<file path="src/rtl/lfo_ctrl_pkg.sv">
// lfo_ctrl_pkg: shared constants and types for the LFO control-panel SPI receiver.
//   Frame layout (16 bits, MSB first): [15:12] address, [11] reserved,
//   [10] even parity (checked only when LFO_CTRL_PARITY_EN is defined), [9:0] data.
package lfo_ctrl_pkg;

  localparam int unsigned FRAME_BITS = 16;
  localparam int unsigned DATA_W     = 10;
  localparam int unsigned CNT_W      = 5;

  localparam logic [3:0] ADDR_FREQ = 4'h0;
  localparam logic [3:0] ADDR_PW   = 4'h1;
  localparam logic [3:0] ADDR_WAVE = 4'h2;

  typedef enum logic [1:0] {
    WaveSquare   = 2'b00,
    WaveTriangle = 2'b01,
    WaveSaw      = 2'b10,
    WaveSine     = 2'b11
  } wave_e;

  typedef enum logic [1:0] {
    StIdle,
    StShift,
    StCheck
  } state_e;

  localparam logic [DATA_W-1:0] FREQ_RST = 10'd512;
  localparam logic [DATA_W-1:0] PW_RST   = 10'd512;
  localparam wave_e             WAVE_RST = WaveSquare;

  // Even parity over the whole frame: all 16 bits XOR to zero.
  function automatic logic parity_ok(input logic [FRAME_BITS-1:0] frame);
    return (^frame) == 1'b0;
  endfunction

endpackage

</file>
<file path="src/rtl/lfo_ctrl_sync.sv">
// lfo_ctrl_sync: multi-flop synchronizer with rising/falling edge detect.
//   i_clk, i_reset : system clock, async active-high reset
//   i_d            : asynchronous input pin
//   o_q            : synchronized level
//   o_rise, o_fall : one-cycle edge strobes on the synchronized level
// Edge strobes are held off until the chain and history flop contain only real
// pin samples, so the reset value never manufactures an edge after release.
module lfo_ctrl_sync #(
  parameter int unsigned SYNC_STAGES = 2,
  parameter logic        RESET_VAL   = 1'b0
) (
  input  logic i_clk,
  input  logic i_reset,
  input  logic i_d,
  output logic o_q,
  output logic o_rise,
  output logic o_fall
);

  logic [SYNC_STAGES-1:0] r_chain;
  logic                   r_prev;
  logic [SYNC_STAGES:0]   r_fill;
  logic                   w_valid;

  always_ff @(posedge i_clk or posedge i_reset) begin
    if (i_reset) begin
      r_chain <= {SYNC_STAGES{RESET_VAL}};
      r_prev  <= RESET_VAL;
      r_fill  <= '0;
    end else begin
      r_chain <= {r_chain[SYNC_STAGES-2:0], i_d};
      r_prev  <= r_chain[SYNC_STAGES-1];
      r_fill  <= {r_fill[SYNC_STAGES-1:0], 1'b1};
    end
  end

  assign w_valid = &r_fill;
  assign o_q     = r_chain[SYNC_STAGES-1];
  assign o_rise  = w_valid & r_chain[SYNC_STAGES-1] & ~r_prev;
  assign o_fall  = w_valid & ~r_chain[SYNC_STAGES-1] & r_prev;

endmodule

</file>
<file path="src/rtl/lfo_ctrl_rx.sv">
// lfo_ctrl_rx: SPI mode-0 receiver turning 16-bit control frames into LFO settings.
//   clk, reset            : system clock, async active-high reset
//   sclk, cs_n, mosi      : raw SPI pins (asynchronous, synchronized internally)
//   wave_type             : waveform select (00 sq, 01 tri, 10 saw, 11 sine)
//   frequency_in          : frequency control word
//   pulse_width           : square duty control word
//   update                : one-clk pulse when a valid frame is applied
//   frame_err             : one-clk pulse when a frame is discarded
// Build option: define LFO_CTRL_PARITY_EN to enforce even parity in bit [10].
module lfo_ctrl_rx
  import lfo_ctrl_pkg::*;
#(
  parameter int unsigned SYNC_STAGES = 2
) (
  input  logic              clk,
  input  logic              reset,
  input  logic              sclk,
  input  logic              cs_n,
  input  logic              mosi,
  output logic [1:0]        wave_type,
  output logic [DATA_W-1:0] frequency_in,
  output logic [DATA_W-1:0] pulse_width,
  output logic              update,
  output logic              frame_err
);

  localparam logic [CNT_W-1:0] CNT_FULL = CNT_W'(FRAME_BITS);
  localparam logic [CNT_W-1:0] CNT_SAT  = CNT_W'(FRAME_BITS + 1);

  logic w_sclk_rise, w_cs_rise, w_cs_fall, w_mosi;
  logic w_sclk_q_unused, w_sclk_fall_unused, w_cs_q_unused;
  logic w_mosi_rise_unused, w_mosi_fall_unused;

  lfo_ctrl_sync #(.SYNC_STAGES(SYNC_STAGES), .RESET_VAL(1'b0)) u_sync_sclk (
    .i_clk   (clk),
    .i_reset (reset),
    .i_d     (sclk),
    .o_q     (w_sclk_q_unused),
    .o_rise  (w_sclk_rise),
    .o_fall  (w_sclk_fall_unused)
  );

  lfo_ctrl_sync #(.SYNC_STAGES(SYNC_STAGES), .RESET_VAL(1'b1)) u_sync_cs (
    .i_clk   (clk),
    .i_reset (reset),
    .i_d     (cs_n),
    .o_q     (w_cs_q_unused),
    .o_rise  (w_cs_rise),
    .o_fall  (w_cs_fall)
  );

  lfo_ctrl_sync #(.SYNC_STAGES(SYNC_STAGES), .RESET_VAL(1'b0)) u_sync_mosi (
    .i_clk   (clk),
    .i_reset (reset),
    .i_d     (mosi),
    .o_q     (w_mosi),
    .o_rise  (w_mosi_rise_unused),
    .o_fall  (w_mosi_fall_unused)
  );

  state_e                r_state, w_state_d;
  logic [FRAME_BITS-1:0] r_shift, w_shift_d;
  logic [CNT_W-1:0]      r_cnt, w_cnt_d;
  logic [DATA_W-1:0]     r_freq, w_freq_d;
  logic [DATA_W-1:0]     r_pw, w_pw_d;
  wave_e                 r_wave, w_wave_d;
  logic                  r_update, w_update_d;
  logic                  r_err, w_err_d;

  logic [3:0] w_addr;
  logic       w_addr_ok;
  logic       w_frame_ok;

  assign w_addr    = r_shift[15:12];
  assign w_addr_ok = (w_addr == ADDR_FREQ) || (w_addr == ADDR_PW) || (w_addr == ADDR_WAVE);

`ifdef LFO_CTRL_PARITY_EN
  assign w_frame_ok = (r_cnt == CNT_FULL) && w_addr_ok && parity_ok(r_shift);
`else
  logic w_parity_unused;
  assign w_parity_unused = ^r_shift[11:10];
  assign w_frame_ok      = (r_cnt == CNT_FULL) && w_addr_ok;
`endif

  always_comb begin
    w_state_d  = r_state;
    w_shift_d  = r_shift;
    w_cnt_d    = r_cnt;
    w_freq_d   = r_freq;
    w_pw_d     = r_pw;
    w_wave_d   = r_wave;
    w_update_d = 1'b0;
    w_err_d    = 1'b0;
    unique case (r_state)
      StIdle: begin
        if (w_cs_fall) begin
          w_shift_d = '0;
          w_cnt_d   = '0;
          w_state_d = StShift;
        end
      end
      StShift: begin
        if (w_cs_rise) begin
          w_state_d = StCheck;
        end else if (w_sclk_rise && (r_cnt != CNT_SAT)) begin
          // Count one past a full frame so over-long frames are rejected.
          w_cnt_d = r_cnt + 1'b1;
          if (r_cnt < CNT_FULL) w_shift_d = {r_shift[FRAME_BITS-2:0], w_mosi};
        end
      end
      StCheck: begin
        w_state_d = StIdle;
        if (w_frame_ok) begin
          w_update_d = 1'b1;
          if (w_addr == ADDR_FREQ)    w_freq_d = r_shift[DATA_W-1:0];
          else if (w_addr == ADDR_PW) w_pw_d   = r_shift[DATA_W-1:0];
          else                        w_wave_d = wave_e'(r_shift[1:0]);
        end else begin
          w_err_d = 1'b1;
        end
      end
      default: w_state_d = StIdle;
    endcase
  end

  always_ff @(posedge clk or posedge reset) begin
    if (reset) begin
      r_state  <= StIdle;
      r_shift  <= '0;
      r_cnt    <= '0;
      r_freq   <= FREQ_RST;
      r_pw     <= PW_RST;
      r_wave   <= WAVE_RST;
      r_update <= 1'b0;
      r_err    <= 1'b0;
    end else begin
      r_state  <= w_state_d;
      r_shift  <= w_shift_d;
      r_cnt    <= w_cnt_d;
      r_freq   <= w_freq_d;
      r_pw     <= w_pw_d;
      r_wave   <= w_wave_d;
      r_update <= w_update_d;
      r_err    <= w_err_d;
    end
  end

  assign wave_type    = r_wave;
  assign frequency_in = r_freq;
  assign pulse_width  = r_pw;
  assign update       = r_update;
  assign frame_err    = r_err;

endmodule

</file>
<file path="config.mk">
export PLATFORM = sky130hd
export DESIGN_NAME = lfo_ctrl_rx
export DESIGN_NICKNAME = d
export VERILOG_FILES = /design/src/rtl/lfo_ctrl_pkg.sv /design/src/rtl/lfo_ctrl_sync.sv /design/src/rtl/lfo_ctrl_rx.sv
export SDC_FILE = /design/constraint.sdc
export NUM_CORES = 1
export LEC_CHECK = 0
export ABC_AREA = 1
export CAP_MARGIN = 5
export CORE_MARGIN = 2
export CORE_UTILIZATION = 55
export DETAILED_ROUTE_END_ITERATION = 7
export PLACE_DENSITY = 0.82
export SYNTH_ARGS = -nofsm -noshare
export SYNTH_HDL_FRONTEND = slang
export SYNTH_SLANG_ARGS = --single-unit
</file>
<file path="constraint.sdc">
create_clock -name clk -period 2.4 [get_ports clk]
set_input_delay 0.72 -clock clk [delete_from_list [all_inputs] [get_ports clk]]
set_output_delay 0.72 -clock clk [all_outputs]
set_load 0.1 [all_outputs]
</file>
==> reports/results.tsv, run 1 <==
stage	metric	value	unit
routing	first drt pass iteration count	4	
global_route	first-pass GRT wire length	7645	um
sta	Fin Setup TNS	0	ps
global_route	largest net degree at the start of global routing	26	
routing	via/cell ratio	5.026	
job	max-cap violation count	0	
sta	Slew HR	58.99	%
routing	vias	1769	
place	gpl congestion	0.7457	
sta	fin crit period	1795	ps
cts	Root Buffer	clkbuf_8	
synthesis	Compound-Gate Fraction of Synth Area	5.731	%
cts	Clk Latency, worst-skew pair	340	ps
final_layout	# diodes	0	
critical_path	Critical Path Fanout Max	2	
sta	final worst slack	604.8	ps
synthesis	Synth Cell Area	2424	um^2
routing	Routed WL	4297	um
place	detailed placer's ending HPWL	2932	um
synthesis	Syn Nets	270	
critical_path	Worst Path Buf+Inv	1	
global_route	number of global-route vias before repair	1679	
pwr	worst vdd ir	0.6137	mV
synthesis	Synth Area in Simple Gates	25.19	%
global_route	initial antenna violation count	0	
status	status	finished clean	
critical_path	Register-to-Register Path Depth	7	
final_layout	layout overhead on the synthesized area	20.91	%
min_path	hold depth	0	
die	die height	70.38	um
place	number of port buffers	28	
routing	Final ANT Viol Nets	0	
synthesis	Syn Inst Count	262	
die	die area	4953	um^2
critical_path	Startpoint Class	flip-flop	
final_layout	fin cells	352	
critical_path	CP cell instances	buf_12	
critical_path	largest stage delay on the critical path	560	ps
place	Place WS	745.6	ps
global_route	global route overflow	0	
critical_path	critical path class	flip-flop to output port	
sta	final period utilization	74.80	%
die	initial core utilization	56.44	%
die	Core Region	4294	um^2
synthesis	syn_area_per_cell	9.250	um^2
sta	Hold Fails Final Rpt	0	
synthesis	register bit total from synthesis	58	
die	die width	70.38	um
synthesis	adder-cell share of the synthesized area	1.549	%
critical_path	reg-to-reg slack, setup	730	ps
pwr	Overall Power	2.308	mW
critical_path	Required @ worst endpoint	1680	ps
place	dpl cells	336	
sta	Max Freq	557.1	MHz
final_layout	Final #Nets	303	
cts	TritonCTS clock tree	built	
critical_path	crit end category	output port	
synthesis	post-synth cell types	25	
pwr	Power Density	787.5	nW/um^2
min_path	Worst Hold End	u_sync_sclk.r_chain[1]	
sta	hold_ws	349.2	ps
die	Rows	24	
cts	total CTS buffers	9	
min_path	worst hold path class	flip-flop to flip-flop	
synthesis	multiplexer area fraction after synthesis	0	%
synthesis	largest family of logic cells by synthesized area	simple AND/OR/NAND/NOR gates	
synthesis	XOR/XNOR Fraction of Synth Area	0.7228	%
critical_path	slowest library cell on the worst path	dfstp_2	
global_route	Overall Global Routing Usage	20.01	%
final_layout	share of layout cells above drive strength 1	20.33	%
cts	CTS max path bufs	2	
cts	Post-CTS Setup Inserts	0	
sta	# setup viols final	0	
min_path	Hold Path Origin	u_sync_sclk.r_chain[0]	
critical_path	critical path's top delay family	flip-flops	
routing	initial drt markers	105	
routing	wire per inst	12.21	um
cts	clock sink count	58	
pwr	Pleak	1.420	nW
sta	measured slew at the worst slew-check pin	613.7	ps
critical_path	RR Endpoint	pulse_width[8]	
synthesis	post-synthesis sequential area ratio	60.14	%
cts	CTS resizes	0	
sta	Final Skew	7.794	ps
critical_path	Worst EP arrival	1080	ps
cts	Hold-fix buffers, CTS	0	
routing	post-route DRC violation count	0	
sta	unrepaired setup endpoints after global routing	no	
die	# IOs	29	
synthesis	YS warnings	0	
cts	htree depth	3	
cts	Worst-path clk slew	70	ps
sta	Max Slew Vio Count	0	
critical_path	Worst R2R Start	r_cnt[0]	
## cell usage in the layout, fill, tap and decap left out, drive strengths merged, types with 4 or more instances in the layout
master / instances
buf: 27
clkbuf: 9
clkdlybuf4s50: 4
dfrtp: 53
dfstp: 5
inv: 27
nand2: 81
nand3: 7
nand4: 16
nor2: 29
o21ai: 27
## state kept, by name, indices dropped and copies added, names as in the netlist, 5 cells and up
signal,cells
r_shift,16
frequency_in,10
r_cnt,5
pulse_width,10
## report_power, final
part           switching, mW  internal (mW)  leakage (nW)
Combinational          0.211         0.0736         0.545
Sequential            0.0369           1.03         0.770
Clock                  0.379          0.581         0.105
Total                  0.627           1.68          1.42
## logic make-up (layout without fill, tap and decap cells)
group / after synthesis / after routing
buffers and inverters: 36 / 74
and+or+nand+nor: 135 / 135
DFF: 58 / 58
AOI/OAI and AO/OA: 27 / 27
other: 1 / 1
adders and majority gates: 3 / 3
xor gates and xnor gates: 2 / 2
## cells in the mapped netlist, drive strengths merged
cell	count	area share [%]
ha	3	1.5
xor2	2	0.72
nand4	16	4.1
dfrtp	53	55
nand3	7	2.2
o21ai	27	5.7
nor2	29	5.3
or2	1	0.26
buf	9	2.3
conb	1	0.15
inv	27	4.2
nand2	81	13
dfstp	5	5.4
nor3	1	0.21
## worst max-delay path by stage
stage | start | end | slack, ps | cells after the start
2_1_floorplan | reset | frame_err | 260 | 1
3_3_place_gp | r_cnt[0] | pulse_width[4] | 770 | 7
3_5_place_dp | r_cnt[0] | pulse_width[8] | 750 | 7
4_1_cts | frequency_in[9] | frequency_in[9] | 590 | 1
5_1_grt | r_cnt[0] | pulse_width[1] | 470 | 7
6_report | frequency_in[9] | frequency_in[9] | 600 | 1
## stage by stage
step | area, um^2 | util (%)
after floorplan | 2424 | -
after global routing | 2930 | 68.24
after detailed placement | 2713 | 63.17
final | 2930 | 68.24
after global placement | 2713 | 63.17
after CTS | 2930 | 68.24
## area by class of cell
class                      count  area (um^2)
sequential                    58         1458
fill                         321         1364
multi-input combinational    168        808.3
timing repair buffer          31        280.3
clock buffer                   9        123.9
inverter                      27        101.3
clock inverter                 7        93.84
tap                           52        65.06
## routing by layer
layer | vias up | part of all wire, % | GRT usage [%]
li1 | 897 | - | -
met1 | 818 | 48 | 27.69
met2 | 47 | 45 | 28.51
met3 | 7 | 5.5 | 6.061
met4 | 0 | 1.4 | 10.26
met5 | - | 0 | 0
(Power assumes the default switching activity.)
==> run 2: changes to the inputs <==
- clock period: 2.4 -> 1.84 ns (I/O delays scaled with it)
==> run 2 against run 1 <==
Worst hold slack barely moved. Cell area rose by 8.9%. Final cell count did not move. First-iteration DRC count rose by 85%. Die area did not move. Critical path depth did not move. Clock-buffer cell count rose by 3. Combinational power rose by 31%. Sequential share of layout area fell by 4.1 points. Clock skew rose by 2.1 ps. Highest routed layer unchanged.
==> reports/results.tsv, run 2 (synthesis results as in run 1) <==
stage	metric	value	unit
status	status	finished clean	
global_route	first-pass GRT wire length	7583	um
cts	Worst-path clk slew	70	ps
cts	Hold-fix buffers, CTS	0	
critical_path	Startpoint Class	flip-flop	
critical_path	Worst Path Buf+Inv	1	
routing	first drt pass iteration count	4	
cts	TritonCTS clock tree	built	
critical_path	RR Endpoint	pulse_width[7]	
cts	total CTS buffers	9	
routing	Final ANT Viol Nets	0	
routing	wire per inst	12.09	um
critical_path	critical path's top delay family	flip-flops	
global_route	global route overflow	0	
final_layout	fin cells	352	
die	die width	70.38	um
die	Core Region	4294	um^2
sta	final worst slack	199.9	ps
final_layout	most common cell after layout, fill and taps aside	nand2_1	
place	dpl cells	336	
die	Rows	24	
place	detailed placer's ending HPWL	2903	um
sta	Max Slew Vio Count	0	
critical_path	reg-to-reg slack, setup	330	ps
sta	Max Freq	609.7	MHz
min_path	Worst Hold End	u_sync_sclk.r_chain[1]	
final_layout	commonest cells after routing, fill and taps aside	nand2_1, dfrtp_1, nor2_1	
cts	clock sink count	58	
routing	initial drt markers	194	
critical_path	Critical Path Fanout Max	2	
critical_path	critical path class	flip-flop to output port	
final_layout	# diodes	0	
place	number of port buffers	28	
cts	Root Buffer	clkbuf_8	
critical_path	Worst R2R Start	r_cnt[0]	
final_layout	filler cell count	282	
place	gpl congestion	0.7447	
global_route	number of global-route vias before repair	1704	
die	initial core utilization	56.44	%
die	# IOs	29	
min_path	hold depth	0	
pwr	worst vdd ir	0.6188	mV
global_route	largest net degree at the start of global routing	59	
critical_path	CP cell instances	buf_12	
job	max-cap violation count	0	
sta	Fin Setup TNS	0	ps
place	Place WS	160.0	ps
critical_path	Required @ worst endpoint	1290	ps
sta	fin crit period	1640	ps
sta	unrepaired setup endpoints after global routing	no	
final_layout	max reg flops	16	
cts	htree depth	3	
pwr	Pleak	1.466	nW
sta	final period utilization	89.14	%
critical_path	Register-to-Register Path Depth	7	
routing	Routed WL	4256	um
critical_path	crit end category	output port	
sta	Final Skew	9.903	ps
die	die area	4953	um^2
critical_path	Worst EP arrival	1090	ps
final_layout	Final #Nets	303	
pwr	Power Density	913.6	nW/um^2
min_path	worst hold path class	flip-flop to flip-flop	
sta	# setup viols final	0	
final_layout	layout overhead on the synthesized area	31.65	%
cts	Clk Latency, worst-skew pair	340	ps
die	die height	70.38	um
min_path	Hold Path Origin	u_sync_sclk.r_chain[0]	
routing	vias	1826	
cts	CTS max path bufs	2	
global_route	initial antenna violation count	0	
final_layout	share of layout cells above drive strength 1	20.00	%
routing	post-route DRC violation count	0	
final_layout	Largest Register	r_shift	
routing	via/cell ratio	5.188	
critical_path	slowest library cell on the worst path	dfstp_2	
critical_path	largest stage delay on the critical path	570	ps
sta	Hold Fails Final Rpt	0	
global_route	Overall Global Routing Usage	20.06	%
==> run 2: cell types whose count changed in the layout (fill, tap and decap cells not counted), sizes merged <==
cell,delta
bufinv,-1
clkbuf,+3
clkinv,-1
inv,-1
==> run 2: worst register-to-register path, delay by kind of cell, from the launching register on <==
family          cells  cell delay, ps
compound gates      1              70
fa+ha+maj           1             150
buf+inv             1             100
flops               1             430
simple gates        4             640
==> run 2: per-stage QoR <==
step	cell area (um^2)	power (mW)	hold slack, ps	utilization, %
after floorplan	2427	1.703	331.2	-
after global placement	2992	1.770	331.7	69.67
after detailed placement	2992	1.784	341.0	69.67
after CTS	3188	2.944	356.0	74.24
after global routing	3191	3.048	355.5	74.30
final	3191	2.915	349.3	74.30
==> run 2: what timing repair did <==
item                       in CTS  in global routing
gates resized for setup         0                  1
buffers inserted                0                  0
setup endpoints to repair       0                 10
==> run 2: per-layer routing <==
metal	track usage, %	vias to the layer above	part of all wire (%)
met3	7.648	7	6.3
met5	0	-	0
met2	30.40	58	46
met1	25.49	862	47
met4	9.402	0	1.3
li1	-	899	-
==> run 2: worst max-delay path by stage <==
stage | from | endpoint | cells after the start
6_report | pulse_width[9] | pulse_width[9] | 1
5_1_grt | r_cnt[0] | pulse_width[7] | 7
4_1_cts | r_cnt[0] | pulse_width[7] | 7
3_5_place_dp | r_cnt[0] | pulse_width[7] | 7
3_3_place_gp | r_cnt[0] | pulse_width[8] | 7
2_1_floorplan | frequency_in[0] | frequency_in[0] | 0
==> run 2: power by group <==
part | leakage [nW] | internal (mW) | switching [mW]
clock | 0.0966 | 0.662 | 0.491
sequential | 0.770 | 1.34 | 0.0515
combinational | 0.600 | 0.101 | 0.271
total | 1.47 | 2.10 | 0.814
==> run 2: cell type report <==
class / instances / area (um^2) / area share [%]
clock buffer: 12 / 145.1 / 4.549
clock inverter: 4 / 51.30 / 1.608
inverter: 27 / 105.1 / 3.294
multi-input combinational: 168 / 810.8 / 25.41
sequential: 58 / 1458 / 45.69
tap: 52 / 65.06 / 2.039
timing repair buffer: 31 / 555.5 / 17.41
==> RTL edit 1: new RTL, flow settings as in run 1 <==
The option `LFO_CTRL_PARITY_EN` is turned on by a define.
--- a/src/rtl/lfo_ctrl_rx.sv
+++ b/src/rtl/lfo_ctrl_rx.sv
@@ -9,2 +9,4 @@
 // Build option: define LFO_CTRL_PARITY_EN to enforce even parity in bit [10].
+`define LFO_CTRL_PARITY_EN
+
 module lfo_ctrl_rx
Behaviour: no difference found for any inputs over 10 cycles, from zero or initial values and one cycle with reset high; that may be too few to reach the edited logic, so the function may still have changed.
==> RTL edit 1 against run 1 <==
Critical path depth increased by 12. Total power down 2.9%. Area after synthesis grew 17%. Clock power is 2.7% higher. First-iteration DRC count rose by 34%. Wire length increased by 27%. Final area rose by 14%. Sequential cell count unchanged. Clock skew grew 0.0042 ns. Register-to-register slack worse by 0.38 ns. Worst setup slack lost 0.25 ns. Largest cell class unchanged. Highest routed layer unchanged.
==> RTL edit 1: results (changes against run 1) <==
[metrics] P_int: 0.00169 W (was 0.00168 W)
[metrics] Final Skew: 0.0120 ns (was 0.00779 ns)
[metrics] fraction of final layout cells sized beyond drive strength 1: 21.3% (was 20.3%)
[metrics] sequential share of power: 46.4% (was 46.1%)
[metrics] combinational group share of total power: 9.6% (was 12.3%)
[metrics] number of cells produced by synthesis: 322 (was 262)
[metrics] library cells used by synthesis: 30 (was 25)
[metrics] XOR/XNOR share of the synthesized area: 2.47% (was 0.723%)
[metrics] kind of end point of the critical path: register (was output port)
[metrics] result of the run: complete, no violations (unchanged)
[metrics] gate family responsible for the most delay along the worst path: simple AND/OR/NAND/NOR gates (was flip-flops)
[metrics] share of the yosys chip area belonging to registers: 51.4% (was 60.1%)
[metrics] Total Power Consumption: 0.00224 W (was 0.00231 W)
[metrics] Post-Place Cell Area: 3110 sq um (was 2710 sq um)
[metrics] via count of the first global-routing pass: 1977 (was 1679)
[metrics] maximum resistive drop on vdd: 446 uV (was 614 uV)
[metrics] highest clock rate: 488 MHz (was 557 MHz)
[metrics] CP max stage delay: 0.40 ns (was 0.56 ns)
[metrics] overall routed net length: 5.45 mm (was 4.30 mm)
[metrics] fraction of the mapped netlist area in adder cells: 3.09% (was 1.55%)
[metrics] Critical Path Source: r_shift[12]$_DFFE_PP0P_ (was frequency_in[9]$_DFFE_PP1P_)
[metrics] # fillers: 407 (was 321)
[metrics] slew at the pin closest to its max-slew limit: 0.525 ns (was 0.614 ns)
[metrics] peak fanout along the critical path: 22 (was 2)
[metrics] CP arrival: 2.32 ns (was 1.08 ns)
[metrics] list of most frequent post-synthesis cells: nand2_1 (117), dfrtp_1 (53), nand4_1 (24) (was nand2_1 (77), dfrtp_1 (53), nor2_1 (27))
[metrics] DPL Wire Length: 3.73 mm (was 2.93 mm)
[metrics] WHS: 0.348 ns (was 0.349 ns)
[metrics] worst reg2reg path endpoint: frequency_in[1]$_DFFE_PP0P_ (was pulse_width[8]$_DFFE_PP0P_)
[metrics] number of DRC violations after detailed-routing iteration 0: 141 (was 105)
[metrics] Vias/cell: 5.11 (was 5.03)
[metrics] final net count: 363 (was 303)
[metrics] top area cells in the synthesized netlist: dfrtp_1 (47%), nand2_1 (15%), nand4_1 (5.3%) (was dfrtp_1 (55%), nand2_1 (12%), dfstp_2 (5.4%))
## RTL edit 1: cell count changes after synthesis, moves of 5 or more
| cell | before | now |
|---|---|---|
| nand2_1 | 77 | 117 |
| nand2_2 | 3 | 10 |
| nand3_1 | 5 | 10 |
| nand4_1 | 16 | 24 |
| nor2_1 | 27 | 7 |
## RTL edit 1: per-layer routing
layer	vias up	GRT usage, %	part of all wire [%]
li1	1098	-	-
met1	1021	28.2	47
met2	48	31.7	47
met3	8	7.41	4.2
met4	0	8.19	1.3
met5	-	0	0
## RTL edit 1: area by class of cell
class                   instances  area, sq um  share of cell area [%]
multi-input cells             221         1170                    35.0
inverters                      28          105                    3.16
well taps                      70         87.6                    2.63
clock inverters                 5         77.6                    2.33
repair buffers                 33          295                    8.87
flip-flops and latches         58         1460                    43.8
clock buffers                  11          141                    4.24
==> RTL edit 2: new RTL, flow settings as in run 1 <==
Without the edit above. Put one more register stage on the output `pulse_width`, with the module's reset. The value now appears one clock later. The other outputs are not delayed to match.
--- a/src/rtl/lfo_ctrl_rx.sv
+++ b/src/rtl/lfo_ctrl_rx.sv
@@ -149,3 +149,9 @@
   assign frequency_in = r_freq;
-  assign pulse_width  = r_pw;
+  always_ff @(posedge clk or posedge reset) begin
+    if (reset) begin
+      pulse_width <= '0;
+    end else begin
+      pulse_width <= r_pw;
+    end
+  end
   assign update       = r_update;
Behaviour: not the same (a bounded check fails within 4 cycles, from zero or initial values and one cycle with reset high).
==> RTL edit 2 against run 1 <==
Via count is 4.4% higher. Largest cell class unchanged. Final area is 11% higher. Critical endpoint is now r_pw[5]$_DFFE_PP0P_. Sequential cell count is 10 higher. Area after synthesis is 13% higher. Wire length is 4.2% higher. Worst setup slack worse by 0.034 ns. Combinational power is 6% higher. Total power is 15% higher.
==> RTL edit 2: results (changes against run 1) <==
[metrics] DPL Wire Length: 2.83 mm (was 2.93 mm)
[metrics] number of flops mapped to enable cells by yosys: 0 (unchanged)
[metrics] global-route wire length before repair: 7.99 mm (was 7.65 mm)
[metrics] Detail Route met3 WL: 187 um (was 238 um)
[metrics] synthesis warning total: 0 (unchanged)
[metrics] final net count: 306 (was 303)
[metrics] syn nets: 275 (was 270)
[metrics] Synth Flop Type: dfrtp_1 (unchanged)
[metrics] library cells used by synthesis: 29 (was 25)
[metrics] met2 routed wirelength: 2.21 mm (was 1.95 mm)
[metrics] Tot GR Track Use: 19.6% (was 20.0%)
[metrics] Post-Place Cell Area: 3020 sq um (was 2710 sq um)
[metrics] largest net degree at the start of global routing: 69 (was 26)
[metrics] leakage dissipation: 1.55 nW (was 1.42 nW)
[metrics] result of the run: complete, no violations (unchanged)
[metrics] fraction of the mapped netlist area in adder cells: 1.37% (was 1.55%)
[metrics] Post-Route M1 WL: 2.01 mm (was 2.04 mm)
[metrics] count of input and output buffers: 28 (unchanged)
[metrics] relative slew slack: 57.9% (was 59.0%)
[metrics] pre-CTS setup slack: 0.603 ns (was 0.746 ns)
[metrics] complex-gate fraction of the synthesized area: 7.70% (was 5.73%)
[metrics] XOR/XNOR share of the synthesized area: 0% (was 0.723%)
[metrics] list of most frequent post-synthesis cells: nand2_1 (67), dfrtp_1 (63), inv_1 (24) (was nand2_1 (77), dfrtp_1 (53), nor2_1 (27))
[metrics] mux share of post-synthesis cell area: 0% (unchanged)
[metrics] CTS Buf Count: 9 (unchanged)
[metrics] share of the yosys chip area belonging to registers: 62.2% (was 60.1%)
[metrics] Clock Tree Buf Depth: 2 (unchanged)
[metrics] maximum resistive drop on vdd: 580 uV (was 614 uV)
[metrics] top area cells in the synthesized netlist: dfrtp_1 (57%), nand2_1 (9.2%), dfstp_2 (4.8%) (was dfrtp_1 (55%), nand2_1 (12%), dfstp_2 (5.4%))
[metrics] wire length per cell after detailed routing: 12.1 um (was 12.2 um)
[metrics] peak fanout along the critical path: 20 (was 2)
[metrics] clock network latency to the later pin of the worst-skew pair: 0.34 ns (about the same)
[metrics] fraction of final layout cells sized beyond drive strength 1: 24.1% (was 20.3%)
[metrics] Final GP Congestion: 0.826 (was 0.746)
[metrics] CP arrival: 2.04 ns (was 1.08 ns)
[metrics] routed vias: 1847 (was 1769)
[metrics] Diodes inserted: 0 (unchanged)
[metrics] Final Skew: 0.0104 ns (was 0.00779 ns)
[metrics] number of DRC violations after detailed-routing iteration 0: 121 (was 105)
==> RTL edit 2: kinds of logic after synthesis <==
logic type,count (synthesis)
buffers and inverters,35
AND/OR/NAND/NOR,128
AO/OA/AOI/OAI,32
flip-flops,68
adder cells (fa/ha/maj),3
other,1
==> RTL edit 2: final cells by class <==
class,instances,area (sq um)
Clock buffer,9,124
Sequential cell,68,1710
Clock inverter,7,115
Timing Repair Buffer,29,253
Multi-Input combinational cell,164,868
Inverter,26,106
Fill cell,370,1500
Tap cell,67,83.8
==> RTL edit 2: metrics by stage <==
step,power (W),hold WS (ns),cells
6_report,0.00264,0.351,370
5_1_grt,0.00277,0.365,370
3_3_place_gp,0.00155,0.332,354
3_5_place_dp,0.00156,0.336,354
2_1_floorplan,0.00150,0.331,267
4_1_cts,0.00267,0.352,370
==> RTL edit 2: path summary, 6_finish.rpt <==
check | from | end | slack (ns) | cells after the start
worst max-delay path | r_cnt[0]$_DFFE_PP0P_ | r_pw[5]$_DFFE_PP0P_ | 0.57 | 7
max in group asynchronous | reset | u_sync_cs.r_chain[0]$_DFF_PP1_ | 1.25 | 3
worst min-delay path | u_sync_mosi.r_chain[0]$_DFF_PP0_ | u_sync_mosi.r_chain[1]$_DFF_PP0_ | 0.35 | 0
min in group asynchronous | reset | pulse_width[8]$_DFF_PP0_ | 0.82 | 3
worst min register to register | u_sync_mosi.r_chain[0]$_DFF_PP0_ | u_sync_mosi.r_chain[1]$_DFF_PP0_ | 0.35 | 0
worst max register to register | r_cnt[0]$_DFFE_PP0P_ | r_pw[5]$_DFFE_PP0P_ | 0.57 | 7
==> RTL edit 2: metal layers <==
metal  up-vias  global-route usage (%)
met5         -                       0
met2        34                    30.7
li1        922                       -
met3         6                    7.63
met1       885                    24.7
met4         0                    8.33
==> RTL edit 2: power by group <==
part | internal, W | total (W) | switching (W)
clock | 0.000686 | 0.00111 | 0.000426
sequential | 0.00119 | 0.00123 | 0.0000362
combinational | 0.0000791 | 0.000302 | 0.000223
==> RTL edit 2: worst max-delay path, stage by stage (launching register included) <==
cell,delay (ns)
dfrtp_1,0.43
inv_1,0.09
ha_1,0.16
nand3_2,0.11
nor2_2,0.18
nand3_2,0.43
nand2_1,0.23
o21ai_2,0.07
